### config.mk
export PLATFORM = sky130hd
export DESIGN_NAME = mem_bus_arbiter_flat
export DESIGN_NICKNAME = d
export VERILOG_FILES = /design/src/rtl/mem_bus_arbiter_if.sv /design/src/rtl/mem_bus_arbiter.sv /design/src/flat_wrapper.sv
export SDC_FILE = /design/constraint.sdc
export NUM_CORES = 1
export LEC_CHECK = 0
export ABC_AREA = 0
export ABC_CLOCK_PERIOD_IN_PS = 5900
export BUFFER_PORTS_ARGS = -buffer_cell sky130_fd_sc_hd__buf_2
export CAP_MARGIN = 20
export CORE_MARGIN = 3
export CORE_UTILIZATION = 40
export DETAILED_ROUTE_END_ITERATION = 10
export PLACE_DENSITY = 0.71
export SLEW_MARGIN = 20
export SYNTH_ARGS = -nofsm -noshare
export SYNTH_HDL_FRONTEND = slang
export SYNTH_SLANG_ARGS = --single-unit
### constraint.sdc
create_clock -name clk -period 5.9 [get_ports clk]
set_input_delay 0.885 -clock clk [delete_from_list [all_inputs] [get_ports clk]]
set_output_delay 0.885 -clock clk [all_outputs]
set_load 0.01 [all_outputs]
### src/rtl/mem_bus_arbiter_if.sv
// Signal bundle between the CPU's fetch/data ports, the shared memory bus and the arbiter.
// The arbiter connects through the master modport; the CPU/memory side uses the slave modport.
interface mem_bus_arbiter_if;
    logic        clk_enable;
    logic        i_read;
    logic [31:0] i_address;
    logic [31:0] i_readdata;
    logic        i_ready;
    logic        d_read;
    logic        d_write;
    logic [31:0] d_address;
    logic [31:0] d_writedata;
    logic [3:0]  d_byteenable;
    logic [31:0] d_readdata;
    logic        d_ready;
    logic [31:0] bus_address;
    logic        bus_read;
    logic        bus_write;
    logic [31:0] bus_writedata;
    logic [3:0]  bus_byteenable;
    logic        bus_waitrequest;
    logic [31:0] bus_readdata;
    logic        err;

    modport master (
        input  clk_enable,
        input  i_read, i_address,
        output i_readdata, i_ready,
        input  d_read, d_write, d_address, d_writedata, d_byteenable,
        output d_readdata, d_ready,
        output bus_address, bus_read, bus_write, bus_writedata, bus_byteenable,
        input  bus_waitrequest, bus_readdata,
        output err
    );

    modport slave (
        output clk_enable,
        output i_read, i_address,
        input  i_readdata, i_ready,
        output d_read, d_write, d_address, d_writedata, d_byteenable,
        input  d_readdata, d_ready,
        input  bus_address, bus_read, bus_write, bus_writedata, bus_byteenable,
        output bus_waitrequest, bus_readdata,
        input  err
    );
endinterface

### src/rtl/mem_bus_arbiter.sv
// Shares one memory bus between instruction-fetch and data ports with an optional stall watchdog.
// Define ARB_ROUND_ROBIN_EN to replace fixed data-over-fetch priority with round-robin arbitration.
module mem_bus_arbiter #(
    parameter int TIMEOUT_CYCLES = 0
) (
    input  logic              clk,
    input  logic              reset,
    mem_bus_arbiter_if.master mif
);
    typedef enum logic [1:0] {IDLE, BUS_I, BUS_D, RESP} state_t;

    localparam bit WD_EN = (TIMEOUT_CYCLES > 0);
    localparam int CW    = WD_EN ? $clog2(TIMEOUT_CYCLES + 1) : 1;
    localparam logic [CW-1:0] TO_LAST = CW'(TIMEOUT_CYCLES - 1);
    localparam logic [CW-1:0] TO_MAX  = CW'(TIMEOUT_CYCLES);

    state_t      state_q, state_d;
    logic        owner_q, owner_d;            // 1 = data port owns the bus
    logic [31:0] addr_q, addr_d;
    logic [31:0] wdata_q, wdata_d;
    logic [3:0]  be_q, be_d;
    logic        rd_q, rd_d;
    logic        wr_q, wr_d;
    logic [31:0] i_rdata_q, i_rdata_d;
    logic [31:0] d_rdata_q, d_rdata_d;
    logic        i_rdy_q, i_rdy_d;
    logic        d_rdy_q, d_rdy_d;
    logic        err_q, err_d;
    logic [CW-1:0] cnt_q, cnt_d;

    logic        d_req;
    logic        grant_d;
    logic        done;
    logic        abort;
    logic [31:0] rdata_v;

    assign d_req = mif.d_read | mif.d_write;

`ifdef ARB_ROUND_ROBIN_EN
    logic last_d_q, last_d_d;                 // 1 = data port was granted last

    assign grant_d = d_req && !(mif.i_read && last_d_q);

    always_comb begin
        last_d_d = last_d_q;
        if (state_q == RESP) begin
            last_d_d = owner_q;
        end
    end

    always_ff @(posedge clk or posedge reset) begin
        if (reset) begin
            last_d_q <= 1'b1;
        end else if (mif.clk_enable) begin
            last_d_q <= last_d_d;
        end
    end
`else
    assign grant_d = d_req;
`endif

    always_comb begin
        state_d   = state_q;
        owner_d   = owner_q;
        addr_d    = addr_q;
        wdata_d   = wdata_q;
        be_d      = be_q;
        rd_d      = rd_q;
        wr_d      = wr_q;
        i_rdata_d = i_rdata_q;
        d_rdata_d = d_rdata_q;
        i_rdy_d   = 1'b0;
        d_rdy_d   = 1'b0;
        err_d     = err_q;
        cnt_d     = cnt_q;
        done      = 1'b0;
        abort     = 1'b0;
        rdata_v   = '0;

        case (state_q)
            IDLE: begin
                if (grant_d) begin
                    state_d = BUS_D;
                    owner_d = 1'b1;
                    addr_d  = {mif.d_address[31:2], 2'b00};
                    be_d    = mif.d_byteenable;
                    cnt_d   = '0;
                    // A simultaneous read+write request is treated as a write only
                    if (mif.d_write) begin
                        wr_d    = 1'b1;
                        wdata_d = mif.d_writedata;
                    end else begin
                        rd_d    = 1'b1;
                    end
                end else if (mif.i_read) begin
                    state_d = BUS_I;
                    owner_d = 1'b0;
                    addr_d  = {mif.i_address[31:2], 2'b00};
                    be_d    = 4'b1111;
                    rd_d    = 1'b1;
                    cnt_d   = '0;
                end
            end
            BUS_I, BUS_D: begin
                if (!mif.bus_waitrequest) begin
                    done = 1'b1;
                end else if (WD_EN && (cnt_q == TO_LAST)) begin
                    done  = 1'b1;
                    abort = 1'b1;
                end else if (cnt_q != TO_MAX) begin
                    cnt_d = cnt_q + 1'b1;
                end

                if (done) begin
                    rd_d    = 1'b0;
                    wr_d    = 1'b0;
                    state_d = RESP;
                    rdata_v = (rd_q && !abort) ? mif.bus_readdata : 32'h0;
                    if (abort) begin
                        err_d = 1'b1;
                    end
                    if (owner_q) begin
                        d_rdy_d   = 1'b1;
                        d_rdata_d = rdata_v;
                    end else begin
                        i_rdy_d   = 1'b1;
                        i_rdata_d = rdata_v;
                    end
                end
            end
            RESP: begin
                state_d = IDLE;
            end
            default: begin
                state_d = IDLE;
            end
        endcase
    end

    // clk_enable low freezes every register, so a stall release while frozen is never seen
    always_ff @(posedge clk or posedge reset) begin
        if (reset) begin
            state_q   <= IDLE;
            owner_q   <= 1'b1;
            addr_q    <= '0;
            wdata_q   <= '0;
            be_q      <= '0;
            rd_q      <= 1'b0;
            wr_q      <= 1'b0;
            i_rdata_q <= '0;
            d_rdata_q <= '0;
            i_rdy_q   <= 1'b0;
            d_rdy_q   <= 1'b0;
            err_q     <= 1'b0;
            cnt_q     <= '0;
        end else if (mif.clk_enable) begin
            state_q   <= state_d;
            owner_q   <= owner_d;
            addr_q    <= addr_d;
            wdata_q   <= wdata_d;
            be_q      <= be_d;
            rd_q      <= rd_d;
            wr_q      <= wr_d;
            i_rdata_q <= i_rdata_d;
            d_rdata_q <= d_rdata_d;
            i_rdy_q   <= i_rdy_d;
            d_rdy_q   <= d_rdy_d;
            err_q     <= err_d;
            cnt_q     <= cnt_d;
        end
    end

    assign mif.bus_address    = addr_q;
    assign mif.bus_read       = rd_q;
    assign mif.bus_write      = wr_q;
    assign mif.bus_writedata  = wdata_q;
    assign mif.bus_byteenable = be_q;
    assign mif.i_readdata     = i_rdata_q;
    assign mif.i_ready        = i_rdy_q;
    assign mif.d_readdata     = d_rdata_q;
    assign mif.d_ready        = d_rdy_q;
    assign mif.err            = err_q;
endmodule

### src/flat_wrapper.sv
// flat-port wrapper written by rule: the top's interface ports become plain ports
module mem_bus_arbiter_flat 
#(
    parameter int TIMEOUT_CYCLES = 0
)
  (clk, reset, mif_clk_enable, mif_i_read, mif_i_address, mif_i_readdata, mif_i_ready, mif_d_read, mif_d_write, mif_d_address, mif_d_writedata, mif_d_byteenable, mif_d_readdata, mif_d_ready, mif_bus_address, mif_bus_read, mif_bus_write, mif_bus_writedata, mif_bus_byteenable, mif_bus_waitrequest, mif_bus_readdata, mif_err);
  mem_bus_arbiter_if mif_i ();
  input  logic clk;
  input  logic reset;
  input wire logic [$bits(mif_i.clk_enable)-1:0] mif_clk_enable;
  input wire logic [$bits(mif_i.i_read)-1:0] mif_i_read;
  input wire logic [$bits(mif_i.i_address)-1:0] mif_i_address;
  output wire logic [$bits(mif_i.i_readdata)-1:0] mif_i_readdata;
  output wire logic [$bits(mif_i.i_ready)-1:0] mif_i_ready;
  input wire logic [$bits(mif_i.d_read)-1:0] mif_d_read;
  input wire logic [$bits(mif_i.d_write)-1:0] mif_d_write;
  input wire logic [$bits(mif_i.d_address)-1:0] mif_d_address;
  input wire logic [$bits(mif_i.d_writedata)-1:0] mif_d_writedata;
  input wire logic [$bits(mif_i.d_byteenable)-1:0] mif_d_byteenable;
  output wire logic [$bits(mif_i.d_readdata)-1:0] mif_d_readdata;
  output wire logic [$bits(mif_i.d_ready)-1:0] mif_d_ready;
  output wire logic [$bits(mif_i.bus_address)-1:0] mif_bus_address;
  output wire logic [$bits(mif_i.bus_read)-1:0] mif_bus_read;
  output wire logic [$bits(mif_i.bus_write)-1:0] mif_bus_write;
  output wire logic [$bits(mif_i.bus_writedata)-1:0] mif_bus_writedata;
  output wire logic [$bits(mif_i.bus_byteenable)-1:0] mif_bus_byteenable;
  input wire logic [$bits(mif_i.bus_waitrequest)-1:0] mif_bus_waitrequest;
  input wire logic [$bits(mif_i.bus_readdata)-1:0] mif_bus_readdata;
  output wire logic [$bits(mif_i.err)-1:0] mif_err;
  assign mif_i.clk_enable = mif_clk_enable;
  assign mif_i.i_read = mif_i_read;
  assign mif_i.i_address = mif_i_address;
  assign mif_i_readdata = mif_i.i_readdata;
  assign mif_i_ready = mif_i.i_ready;
  assign mif_i.d_read = mif_d_read;
  assign mif_i.d_write = mif_d_write;
  assign mif_i.d_address = mif_d_address;
  assign mif_i.d_writedata = mif_d_writedata;
  assign mif_i.d_byteenable = mif_d_byteenable;
  assign mif_d_readdata = mif_i.d_readdata;
  assign mif_d_ready = mif_i.d_ready;
  assign mif_bus_address = mif_i.bus_address;
  assign mif_bus_read = mif_i.bus_read;
  assign mif_bus_write = mif_i.bus_write;
  assign mif_bus_writedata = mif_i.bus_writedata;
  assign mif_bus_byteenable = mif_i.bus_byteenable;
  assign mif_i.bus_waitrequest = mif_bus_waitrequest;
  assign mif_i.bus_readdata = mif_bus_readdata;
  assign mif_err = mif_i.err;
  mem_bus_arbiter #(.TIMEOUT_CYCLES(TIMEOUT_CYCLES)) u_core (.clk(clk), .reset(reset), .mif(mif_i));
endmodule
== Yosys cells after proc, flatten, opt, wreduce, memory -nomap -nowiden ==
Index checks and enable logic that the tools add are counted.
Widths: inputs -> output; s select.

* Output and inout bits: 137
* Flip-flop bits (word level): 139
* Input bits: 139

* Reduce and logical (&&, ||, !) cells: 11
* Equality and inequality tests: 8
* Muxes and demuxes: 27
* Bitwise gates (word level): 2

{| class="wikitable"
|+ Operator list
! kind !! number
|-
| $mux 32 || 3
|-
| $mux 1 || 16
|-
| $reduce_and 4->1 || 3
|-
| $reduce_and 5->1 || 2
|-
| $mux 4 || 2
|-
| $mux 2 || 3
|-
| $pmux 2 s3 || 1
|-
| $reduce_and 3->1 || 2
|-
| $eq 2x2->1 const B || 2
|-
| $ne 2x1->1 const B || 2
|-
| $pmux 1 s2 || 2
|-
| $reduce_bool 2->1 || 2
|-
| $ne 3x2->1 const B || 1
|-
| $ne 3x3->1 const B || 1
|-
| $eq 2x1->1 const B || 1
|-
| $logic_not 2->1 || 1
|-
| $ne 2x2->1 const B || 1
|-
| $reduce_or 2->1 || 1
|-
| $not 1->1 || 1
|-
| $or 1x1->1 || 1
|}

== Logic depth before layout (Yosys ltp) ==
Gate-level depths: netlist (run 1).

* Word-level depth: 5
* Gate-level depth with buffers: 8

== Least setup slack after synthesis (run 1) ==
OpenSTA, ideal clock, no wires.

* Kind: input to register
* Start point: in mif_d_write
* End point: reg u_core.state_q[1]
* Stages: 4
* Setup time: 0.128 ns
* Arrival: 1.797 ns
* Setup slack: 3.975 ns
* Path buffers: 1
* Cells stage by stage: buf_2 nor3_1 a221o_1 mux2_1

* Longest elaborated chain between the ends: 3
* Elaborated cells on any way between the ends: 5
* Classes of those cells: eq/ne: 1; mux: 2; bitwise: 1; reduce/logical: 1

{| class="wikitable"
|+ RTL lines
! element !! RTL line !! text
|-
| start: declaration || flat_wrapper.sv:16 || <nowiki>input wire logic [$bits(mif_i.d_write)-1:0] mif_d_write;</nowiki>
|-
| $or 1x1->1 * || mem_bus_arbiter.sv:37 || <nowiki>assign d_req = mif.d_read | mif.d_write;</nowiki>
|-
| $ne 3x2->1 (no line) / $mux 2 (equally long branches) || -- ||
|-
| $reduce_and 3->1 (no line) / $pmux 2 s3 (equally long branches) || -- ||
|-
| end signal: assignment || mem_bus_arbiter.sv:157 || <nowiki>state_q <= state_d;</nowiki>
|-
| end: declaration || mem_bus_arbiter.sv:17 || <nowiki>state_t state_q, state_d;</nowiki>
|}

Every way passes the cells marked *; elsewhere a longest branch is shown, timed or not.
A chain may end at the register's enable or synchronous reset.

== Final worst setup path (run 1) ==
* Start point: reg u_core.state_q[0]
* End point: reg u_core.i_rdata_q[24], in the netlist u_core.mif.i_readdata[24]

* Longest elaborated chain between the ends: 3
* Elaborated cells on any way between the ends: 4
* Classes of those cells: eq/ne: 2; reduce/logical: 2

{| class="wikitable"
|+ RTL lines
! element !! RTL line !! text
|-
| $eq 2x1->1 / $eq 2x2->1 (equally long branches) || mem_bus_arbiter.sv:80 || <nowiki>case (state_q)</nowiki>
|-
| $reduce_or 2->1 * || mem_bus_arbiter.sv:80 ||
|-
| $reduce_and 4->1 (no line) * || -- ||
|-
| end signal: assignment || mem_bus_arbiter.sv:164 || <nowiki>i_rdata_q <= i_rdata_d;</nowiki>
|-
| end: declaration || mem_bus_arbiter.sv:24 || <nowiki>logic [31:0] i_rdata_q, i_rdata_d;</nowiki>
|}

Marks and branches as above.

==> metrics.cfg, run 1 <==
[cells_and_area]
n_antenna_cell=0
drive_gt1_frac=0.4026
synthToLayoutAreaGrowth_pct=38.67
layout.nets=899
final_area_um2=7632
post-route-util=0.5718

[placement]
port_buffers=268
dp_hpwl_um=10030
placed_area_um2=6964
gp_congestion=0.7467

[sta]
finalCritPeriodShare=0.3704
maxSlewViolCount=0
relSlewSlack=0.3567
fin_skew_ns=0.006167
fmax_mhz=457.6
worst_slew_pin_slew_ns=0.9649
fin_hold_ws_ns=0.4756
hold_violations=0
setup_violations=0
fin_crit_ns=2.185
rsz0062_at_grt=false
fin_tns_setup_ns=0

[detailed_routing]
drc=0
vias=4467
viasPerCell=4.722
wl_per_cell_um=14.44
first_pass_iters=4
antenna_left=0
drt_iter0_drc=244
routed_wl_um=13660

[logic_synthesis]
yosysSeqAreaShare=0.6231
synthAdderAreaFrac=0.004546
synth_top_family_by_area=multiplexers
synth_xor_area_frac=0
syn_inst=499
synth_compound_area_frac=0.1041
synth.area.top_cells=dfrtp_1, nand2_1, o21ai_1, mux2_1, mux2i_1
synth_simple_gate_area_frac=0.1055
synthFlopType=dfrtp_1
synthArstFlopShare=1.000
synth_edf_count=0
ys_types=30
synth.avg_cell_area_um2=11.03
synth_seq_cells=137
synth_top_area_frac=0.6183
yosys_warnings=0
synthDominantAreaCellType=dfrtp_1
netlist_area_um2=5504
muxShareOfSynthArea=0.1257

[pwr]
p_seq_frac=0.385
p_int_uw=2774
p_leak_uw=0.004003
fin_total_pwr_uw=4242
p_clk_frac=0.268
ir_worst_vdd_v=0.0002432
switchingPower_uw=1468
p_comb_frac=0.347
cellPowerDensity_nw_per_um2=555.8
sw_frac_of_total=0.3460

[global_route]
grt_pass1_vias=4444
grt_usage=0.1789
antenna_found_initial=0
globalRouteOverflowTotal=0
grt_max_degree=79
grt_first_pass_wirelength_um=21110

[clock_tree]
cts_buffer_depth=2
cts_root_buffer=clkbuf_16
clkTransAtPathRegs_ns=0.06
cts_tree=yes
numCtsBuffers=17
cts_setup_buffers=0
cts_hold_buf=0
worstSkewPairLatency_ns=0.41
cts.sinks=137
htreeDepth=4
cts_resized=0

[min_path]
hold_path_class=register to register

[setup_path]
worst_ep_required_time_ns=6.19
path_max_fanout=65
startpoint_type=register
crit_type=register to register
crit_arrival_ns=2.48
cp-end-kind=register

[floorplan]
die_y_um=123.3
die-area_um2=15200
ios=276
rows=42
start_util=0.4124
die-width_um=123.3
core_um2=13350

[job]
maxCapViolCount=0

[outcome]
status=finished, final reports clean

[worst max-delay path, stage by stage, from the launching register on]
cell       delay, ns
dfrtp_1         0.34
inv_1           0.07
ha_1            0.46
nand4bb_4       0.73
o21ai_0         0.45
[worst paths after layout]
kind                                   start  slack (ns)  cells past startpoint                         to
setup / recovery           u_core.state_q[0]        3.71                      4  u_core.mif.i_readdata[24]
min in group asynchronous              reset        0.54                      2  u_core.mif.i_readdata[30]
hold reg to reg               u_core.owner_q        0.48                      2             u_core.owner_q
setup reg to reg           u_core.state_q[0]        3.71                      4  u_core.mif.i_readdata[24]
hold / removal                u_core.owner_q        0.48                      2             u_core.owner_q
max in group asynchronous              reset        3.98                      3   u_core.mif.i_readdata[5]
[power by group through the flow]
| stage | Combinational, uW | Clock [uW] | Sequential (uW) |
|---|---|---|---|
| finish | 1470 | 1140 | 1630 |
| global route | 1650 | 1200 | 1690 |
| CTS | 1500 | 1160 | 1640 |
| detailed placement | 1500 | 0 | 1650 |
| global placement | 1450 | 0 | 1620 |
| floorplan | 609 | 0 | 1850 |
[metal layers]
metal / track usage / part of all wire / up-vias
met2: 0.3068 / 0.50 / 185
li1: - / - / 2194
met3: 0.05672 / 0.088 / 20
met5: 0 / 0 / -
met1: 0.2081 / 0.40 / 2068
met4: 0.07128 / 0.017 / 0
[registers in the layout, summed over array words and instances, names as in the netlist, 2 cells and up]
register	count
u_core.mif.bus_writedata	32
u_core.mif.d_readdata	32
u_core.mif.i_readdata	32
u_core.mif.bus_address	30
u_core.mif.bus_byteenable	4
u_core.state_q	2
[placed cells by master, fill, tap and decap left out, types with 5 or more instances in the layout]
cell and instances:
o21ai_0 9, clkbuf_16 17, bufinv_16 5, dfrtp_1 136, nand2_1 132, o21ai_1 89
mux2_1 33, inv_1 5, buf_4 5, mux2i_1 32, buf_2 268
[Yosys cell counts, types with 2 or more instances]
cell        n
buf_2      25
mux2_1     33
buf_4       3
buf_1       2
clkbuf_1    6
o22a_1      4
o21ai_1    89
inv_1       6
ha_1        2
nor2_1      3
mux2i_1    32
nand2_1   132
dfrtp_1   136
o21ai_0     9
nand3_1     2
[through the flow]
stage          setup slack (ns)  std cells
6_report                  3.715        946
5_1_grt                   3.434        946
4_1_cts                   3.631        945
3_5_place_dp              3.316        914
3_3_place_gp              3.390        914
2_1_floorplan             1.349        501
[layout make-up]
cell class / count / area (um2)
multi-input combinational: 322 / 1908
tap: 176 / 220.2
timing repair buffer: 274 / 1406
fill: 1164 / 5715
clock inverter: 13 / 201.4
sequential: 137 / 3430
inverter: 6 / 27.53
clock buffer: 18 / 439.2
[cell families after synthesis]
group,Yosys count
AOI/OAI and AO/OA,107
other,1
and+or+nand+nor,145
DFF,137
muxes,65
adders and majority gates,2
buffers and inverters,42
(Power assumes the default switching activity.)
==> inputs of run 2 (changes only) <==
--- a/config.mk
+++ b/config.mk
@@ -6,13 +6,13 @@
 export NUM_CORES = 1
 export LEC_CHECK = 0
 export ABC_AREA = 0
-export ABC_CLOCK_PERIOD_IN_PS = 5900
+export ABC_CLOCK_PERIOD_IN_PS = 1840
 export BUFFER_PORTS_ARGS = -buffer_cell sky130_fd_sc_hd__buf_2
 export CAP_MARGIN = 20
 export CORE_MARGIN = 3
 export CORE_UTILIZATION = 40
 export DETAILED_ROUTE_END_ITERATION = 10
-export PLACE_DENSITY = 0.71
+export PLACE_DENSITY = 0.74
 export SLEW_MARGIN = 20
 export SYNTH_ARGS = -nofsm -noshare
 export SYNTH_HDL_FRONTEND = slang
==> constraint.sdc (replaced) <==
create_clock -name clk -period 1.84 [get_ports clk]
set_input_delay 0.276 -clock clk [delete_from_list [all_inputs] [get_ports clk]]
set_output_delay 0.276 -clock clk [all_outputs]
set_load 0.01 [all_outputs]
==> metrics.cfg, run 2 (synthesized netlist as in run 1, its figures left out) <==
[global_route]
globalRouteOverflowTotal=0
antenna_found_initial=1
grt_usage=0.1711
grt_max_degree=78
grt_pass1_vias=4271
grt_first_pass_wirelength_um=20350

[detailed_routing]
drc=0
vias=4456
wl_per_cell_um=13.69
viasPerCell=4.676
first_pass_iters=4
routed_wl_um=13040
antenna_left=0
drt_iter0_drc=197

[clock_tree]
clkTransAtPathRegs_ns=0.06
cts_root_buffer=clkbuf_16
numCtsBuffers=17
cts_buffer_depth=2
worstSkewPairLatency_ns=0.40
cts_tree=yes
htreeDepth=4
cts_setup_buffers=0
cts.sinks=137

[cells_and_area]
synthToLayoutAreaGrowth_pct=39.55
layout.nets=907
post-route-util=0.5755
final_area_um2=7681
multiInputGateArea_um2=1908
final_cell_mix=buf_2, dfrtp_1, nand2_1
fillers=1204
ff_latch_area_um2=3430
n_antenna_cell=0
mostFrequentLayoutCell=buf_2
drive_gt1_frac=0.4028

[floorplan]
start_util=0.4124
core_um2=13350
die_y_um=123.3
die-width_um=123.3
die-area_um2=15200
ios=276
rows=42

[sta]
rsz0062_at_grt=false
fmax_mhz=616.8
fin_crit_ns=1.621
finalCritPeriodShare=0.8812
setup_violations=0
hold_violations=0
fin_hold_ws_ns=0.08297
maxSlewViolCount=0
fin_tns_setup_ns=0
fin_skew_ns=0.007214

[setup_path]
crit_type=register to register
slowest_delay_ns=0.39
path_max_fanout=65
crit_arrival_ns=1.89
worst_ep_required_time_ns=2.11
crit_slowest_cell=ha_1
startpoint_type=register
crit_chain=inv_1, ha_1, buf_4, nand4bb_4, buf_12, nand2_1, o21ai_0
cp-end-kind=register

[pwr]
p_leak_uw=0.004036
cellPowerDensity_nw_per_um2=1723
ir_worst_vdd_v=0.0007324
fin_total_pwr_uw=13240

[placement]
dp_hpwl_um=9731
gp_congestion=0.7422
port_buffers=268
placed_area_um2=7111

[min_path]
hold_path_class=primary input to register

[outcome]
status=finished, final reports clean

[job]
maxCapViolCount=0

## run 2: cell types whose count changed in the layout (fill, tap and decap cells not counted), sizes merged
cell,change
clkinvlp,-1
clkbuf,+4
clkinv,-1
bufinv,-3
buf,+7
dlygate4sd3,+1
## run 2: path summary, 6_finish.rpt
check | from | endpoint | slack (ns) | cells after the start
worst max-delay path | u_core.state_q[1] | u_core.mif.i_readdata[28] | 0.22 | 7
worst min-delay path | mif_d_byteenable[0] | u_core.mif.bus_byteenable[0] | 0.08 | 2
worst max register to register | u_core.state_q[1] | u_core.mif.i_readdata[28] | 0.22 | 7
worst min register to register | u_core.mif.i_readdata[31] | u_core.mif.i_readdata[31] | 0.47 | 2
max in group asynchronous | reset | u_core.owner_q | 0.89 | 4
min in group asynchronous | reset | u_core.mif.bus_writedata[28] | 0.54 | 4
## run 2: timing repair
action,CTS,global route
hold buffers,1,0
endpoints found under the hold margin,59,0
endpoints found under the setup margin,0,0
gates resized for setup,0,0
## run 2: report_power, final
part	total [uW]	internal, uW	leakage (uW)	switching, uW
Clock	3210	2050	0.000276	1170
Sequential	5180	4490	0.00173	698
Combinational	4840	2110	0.00203	2730
Total	13200	8650	0.00404	4590
## run 2: final cells by class
class	instances	share of cell area
clock buffers	22	0.06043
multi-input cells	322	0.2484
repair buffers	282	0.2000
well taps	176	0.02867
clock inverters	8	0.01254
flip-flops and latches	137	0.4465
inverters	6	0.003421
## run 2: per-stage QoR
| stage | instances | setup slack [ns] |
|---|---|---|
| detailed placement | 922 | 0.2081 |
| global placement | 922 | 0.2494 |
| CTS | 953 | 0.2026 |
| finish | 953 | 0.2186 |
| floorplan | 501 | -0.1423 |
| global route | 953 | 0.08860 |
## run 2: critical path, delay by kind of cell, from the launching register on
kind | cells | cell delay (ns)
adders and majority gates | 1 | 0.39
DFF | 1 | 0.34
buffers and inverters | 3 | 0.42
and+or+nand+nor | 2 | 0.21
AOI/OAI and AO/OA | 1 | 0.08
## run 2: metal layers
layer,global-route usage,routed length [um]
met4,0.05536,176
met2,0.2878,6578
met5,0,7
met1,0.2103,5271
met3,0.05352,1008
